**config.mk**
```make
export PLATFORM = sky130hd
export DESIGN_NAME = imem_access_ctrl
export DESIGN_NICKNAME = d
export VERILOG_FILES = /design/src/rtl/imem_pkg.sv /design/src/rtl/imem_starve_cnt.sv /design/src/rtl/imem_access_ctrl.sv
export SDC_FILE = /design/constraint.sdc
export NUM_CORES = 1
export LEC_CHECK = 0
export CAP_MARGIN = 20
export CORE_MARGIN = 3
export CORE_UTILIZATION = 24
export CTS_BUF_LIST = sky130_fd_sc_hd__clkbuf_8
export CTS_CLUSTER_DIAMETER = 30
export DETAILED_ROUTE_END_ITERATION = 16
export GPL_ROUTABILITY_DRIVEN = 0
export PLACE_DENSITY = 0.88
export SLEW_MARGIN = 10
export SYNTH_ARGS = -nofsm -noshare
export SYNTH_HDL_FRONTEND = slang
export SYNTH_SLANG_ARGS = --single-unit
```
**constraint.sdc**
```tcl
create_clock -name clk -period 6.1 [get_ports clk]
set_input_delay 1.22 -clock clk [delete_from_list [all_inputs] [get_ports clk]]
set_output_delay 1.22 -clock clk [all_outputs]
set_load 0.01 [all_outputs]
```
**src/rtl/imem_pkg.sv**
```systemverilog
// Shared constants and types for the instruction-memory access controller.
package imem_pkg;

  localparam int          DEPTH      = 64;
  localparam int          AW         = 6;
  localparam int          STARVE_MAX = 8;
  localparam int          SW         = $clog2(STARVE_MAX + 1);
  localparam logic [15:0] NOP_WORD   = 16'h0000;

  typedef enum logic [1:0] {
    BOOT = 2'd0,
    RUN  = 2'd1
  } state_e;

  // True when a 16-bit PC lands inside the populated memory.
  function automatic logic addr_in_range(input logic [15:0] a);
    return a < 16'(DEPTH);
  endfunction

endpackage

```
**src/rtl/imem_starve_cnt.sv**
```systemverilog
// Saturating counter with synchronous clear, used to bound loader starvation.
module imem_starve_cnt #(
  parameter int MAX = 8,
  parameter int W   = $clog2(MAX + 1)
) (
  input  logic clk,
  input  logic reset_n,
  input  logic inc,
  input  logic clr,
  output logic sat
);

  logic [W-1:0] cnt;

  // Count denied cycles, hold at MAX, clear wins over increment.
  always_ff @(posedge clk or negedge reset_n) begin
    if (!reset_n)                        cnt <= '0;
    else if (clr)                        cnt <= '0;
    else if (inc && cnt != W'(MAX))      cnt <= cnt + 1'b1;
  end

  assign sat = (cnt == W'(MAX));

endmodule

```
**src/rtl/imem_access_ctrl.sv**
```systemverilog
// Arbitrates the single instruction memory between IF fetches and the program
// loader. Fetch is held stalled until the boot image is written; afterwards
// fetch has priority, with the loader forced through after a bounded wait.
module imem_access_ctrl
  import imem_pkg::*;
(
  input  logic          clk,
  input  logic          reset_n,
  input  logic          fetch_req,
  input  logic [15:0]   fetch_addr,
  output logic [15:0]   fetch_inst,
  output logic          fetch_stall,
  output logic          fetch_fault,
  input  logic          ld_valid,
  output logic          ld_ready,
  input  logic [AW-1:0] ld_addr,
  input  logic [15:0]   ld_data,
  input  logic          ld_last,
  output logic          boot_done,
  output logic [AW-1:0] mem_addr,
  output logic [15:0]   mem_wdata,
  output logic          mem_we,
  input  logic [15:0]   mem_rdata
);

  state_e state;
  logic   in_run;
  logic   ld_grant;
  logic   ld_ready_c;
  logic   fetch_grant;
  logic   fetch_ok;
  logic   starve_sat;
  logic   starve_inc;

  assign in_run = (state == RUN);

  // Grant decision: loader owns the port throughout boot; in run it gets the
  // port when fetch is idle or once it has waited long enough.
  always_comb begin
    ld_grant   = 1'b0;
    ld_ready_c = 1'b0;
    case (state)
      BOOT: begin
        ld_grant   = ld_valid;
        ld_ready_c = 1'b1;
      end
      RUN: begin
        ld_grant   = ld_valid & (~fetch_req | starve_sat);
        ld_ready_c = ld_grant;
      end
      default: begin
        ld_grant   = 1'b0;
        ld_ready_c = 1'b0;
      end
    endcase
  end

  assign fetch_grant = in_run & fetch_req & ~ld_grant;
  assign fetch_ok    = fetch_grant & addr_in_range(fetch_addr);

  // Output muxing; everything is gated by reset so an in-flight write is
  // dropped the moment reset asserts, independent of the clock.
  always_comb begin
    fetch_stall = 1'b1;
    fetch_fault = 1'b0;
    fetch_inst  = NOP_WORD;
    ld_ready    = 1'b0;
    mem_we      = 1'b0;
    mem_addr    = '0;
    if (reset_n) begin
      // Stall only matters while IF is actually asking for an instruction.
      fetch_stall = ~in_run | (fetch_req & ld_grant);
      fetch_fault = fetch_grant & ~addr_in_range(fetch_addr);
      fetch_inst  = fetch_ok ? mem_rdata : NOP_WORD;
      ld_ready    = ld_ready_c;
      mem_we      = ld_grant;
      if (ld_grant)      mem_addr = ld_addr;
      else if (fetch_ok) mem_addr = fetch_addr[AW-1:0];
    end
  end

  assign mem_wdata = ld_data;

  // A run-time loader request that loses arbitration accumulates wait credit;
  // any grant, an idle loader or boot mode resets it.
  assign starve_inc = in_run & ld_valid & ~ld_grant;

  imem_starve_cnt #(.MAX(STARVE_MAX)) u_starve (
    .clk     (clk),
    .reset_n (reset_n),
    .inc     (starve_inc),
    .clr     (~starve_inc),
    .sat     (starve_sat)
  );

  // Boot sequencing: leave BOOT on the last image word; run is terminal
  // until the next reset, so a stray ld_last later on is ignored.
  always_ff @(posedge clk or negedge reset_n) begin
    if (!reset_n) begin
      state     <= BOOT;
      boot_done <= 1'b0;
    end else begin
      case (state)
        BOOT: begin
          if (ld_valid && ld_last) begin
            state     <= RUN;
            boot_done <= 1'b1;
          end
        end
        RUN: begin
          state     <= RUN;
          boot_done <= 1'b1;
        end
        default: begin
          state     <= BOOT;
          boot_done <= 1'b0;
        end
      endcase
    end
  end

endmodule
```
==> metrics.txt <==
status=finished clean; CTS resizes=0; H-Tree Depth=1; Crit. End Element=output port; Ant. Diodes=0; Area growth syn-to-layout=97.6%; total power=137 uW; Mapped Cells=76; detailed placer's ending HPWL=2.05 mm; Synth Area in Compound Gates=14.5%; Initial Util=25.5%; Post-Syn Area=638 sq um; Slew Viols, Final=0; flops & latches, synth=5; Max Clk Rate=200 MHz; Crit Path Class=in -> out; Worst Path Arrival=3.77 ns; worst skew pair latency=0.22 ns; hold path depth=1; vias per cell=4.92; post-synth net total=137; postcts setup bufs=0; Yosys warning total=0; cells along the critical path=clkdlybuf4s50_1, or4_4, nor4_4, a32o_1, clkdlybuf4s50_1; Clock Tree Root=clkbuf_8; share of cells above drive strength 1=6.20%; fin crit period=4.99 ns; sequential fraction of the synthesis area=19.6%; final-stage net count=191; CTS tree=built; core area=2500 sq um; Leak=0.000554 uW; Total Routed Length=2.45 mm; pwr/cell area=109 nW/um^2; via count=782; largest net degree at the start of global routing=24; final setup violation count=0; DR DRC count=0; Rows=18; Setup TNS=0 ns; CTS buffer count=3; FFs w/ async S/R, synth=100%; Synth Area in Adders=3.92%; Critical Path Source Type=input port; Horiz. Die Dim=57.6 microns; hold_buf cts=0; Initial DRC Count=27; worst endpoint required time=4.88 ns; Synth Area in XOR/XNOR=2.75%; Mean Syn Cell Area=8.40 sq um; pre-CTS WS=1.11 ns; EDFF count, synth=0; GRT overflow=0; fin worst setup slack=1.11 ns; critical path peak fanout=23; main combinational cell family by area after synthesis=simple AND/OR/NAND/NOR gates; Die Y=57.6 microns; Clock Path Buffers=2; final hold viol count=0; vias in the first global route=772; CP max-delay cell=nor4_4; RSZ-0062 raised after global routing=false; CP dominant cell by count=clkdlybuf4s50_1; DRT Pass-1 Iters=4; CTS clk-pin slew, worst paths=0.03 ns; initial antenna violation count=0; simple-gate share of the synthesized area=32.7%; Period Utilization, post-route=81.9%; Die ar.=3310 sq um; largest stage delay on the critical path=0.74 ns; mux cell area share after synthesis=0%; Slew @ Worst Pin=0.874 ns; clock sinks=5; Peak VDD IR=91.2 uV; most used flip-flop cell after synthesis=dfrtp_1; drt wl/cell=15.4 microns; global-route wire length before repair=3.48 mm; All-Layer GR Usage=13.2%; max cap viols=0; Clock Skews=0.00296 ns; Slew headroom=41.3%; Hold Crit Class=reg -> reg; antenna-violating nets left=0; R2R cell count=5; I/O pin cnt=102; FILL cells=236; IO Port Bufs=69; Synth cell types=26
## Yosys cell counts, types with 2 or more instances
library cell  instances  share of area (%)
a32o_1                3                4.7
a32o_2                3                5.3
and3_1               16                 16
buf_4                16                 19
buf_6                 2                3.5
clkbuf_1              2                1.2
dfrtp_1               5                 20
ha_1                  2                3.9
inv_1                 5                2.9
nand2_1               3                1.8
nor2_1                4                2.4
## placed cells by master, fill, tap and decap left out
| master | Yosys | layout |
|---|---|---|
| and3_1 | 16 | 16 |
| clkbuf_8 | 0 | 3 |
| or4_1 | 1 | 1 |
| nand3_1 | 1 | 1 |
| xnor2_1 | 1 | 1 |
| clkdlybuf4s50_1 | 0 | 69 |
| inv_1 | 5 | 6 |
| o211ai_1 | 1 | 1 |
| nand4b_1 | 1 | 1 |
| nand4_1 | 1 | 1 |
| a31oi_1 | 1 | 1 |
| a32o_2 | 3 | 3 |
| nor2_1 | 4 | 4 |
| a32o_1 | 3 | 3 |
| a21boi_0 | 1 | 1 |
| and4_1 | 1 | 1 |
| o21a_1 | 1 | 1 |
| nor2b_1 | 1 | 1 |
| nor4_4 | 1 | 1 |
| ha_1 | 2 | 2 |
| xor2_1 | 1 | 1 |
| nand3b_1 | 1 | 1 |
| dfrtp_1 | 5 | 5 |
| or4_4 | 1 | 1 |
| nand2_1 | 3 | 3 |
## final timing paths
| check | startpoint | slack, ns | to |
|---|---|---|---|
| worst min-delay path | u_starve.cnt[0]$_DFFE_PN0P_ | 0.50 | u_starve.cnt[0]$_DFFE_PN0P_ |
| worst max register to register | u_starve.cnt[0]$_DFFE_PN0P_ | 4.93 | u_starve.cnt[3]$_DFFE_PN0P_ |
| worst min register to register | u_starve.cnt[0]$_DFFE_PN0P_ | 0.50 | u_starve.cnt[0]$_DFFE_PN0P_ |
| max in group asynchronous | reset_n | 4.58 | u_starve.cnt[0]$_DFFE_PN0P_ |
| worst max-delay path | fetch_addr[11] | 1.11 | mem_addr[0] |
| min in group asynchronous | reset_n | 1.27 | u_starve.cnt[2]$_DFFE_PN0P_ |
## sequential cells by signal, summed over array words and instances, names as in the netlist
| register | flops |
|---|---|
| u_starve.cnt | 4 |
| boot_done | 1 |
## area by class of cell
class	instances	area, sq um	share of cell area (%)
Clock inverter	1	3.75	0.298
Inverter	5	18.8	1.49
Timing Repair Buffer	69	691	54.8
Multi-Input combinational cell	46	344	27.3
Clock buffer	3	41.3	3.27
Tap cell	30	37.5	2.98
Sequential cell	5	125	9.92
## through the flow
stage / cells / hold WS, ns / util [%] / instance area, sq um
4_1_cts: 159 / 0.497 / 50.5 / 1260
2_1_floorplan: 76 / 0.453 / - / 638
3_5_place_dp: 155 / 0.492 / 48.6 / 1220
3_3_place_gp: 155 / 0.467 / 48.6 / 1220
6_report: 159 / 0.500 / 50.5 / 1260
5_1_grt: 159 / 0.536 / 50.5 / 1260
## worst max-delay path: cells and delay by family
| kind | cells | cell delay, ns |
|---|---|---|
| compound gates | 1 | 0.28 |
| simple gates | 2 | 1.30 |
| buf+inv | 2 | 0.97 |
## metal layers
layer,track usage [%],up-vias,wire (microns)
li1,-,364,-
met4,3.64,0,18
met2,25.5,65,1260
met5,0,-,0
met3,5.88,2,353
met1,12.4,351,818
## power by group
group          switching, uW  internal [uW]
Combinational           12.5           30.1
Clock                   16.8           43.2
Sequential             0.631           34.0
Total                   29.9            107
## kinds of logic (layout without fill, tap and decap cells)
logic type | count (synthesis) | count (layout)
flops | 5 | 5
simple gates | 32 | 32
fa+ha+maj | 2 | 2
xor+xnor | 2 | 2
buf+inv | 25 | 78
compound gates | 10 | 10
(Power assumes the default switching activity.)
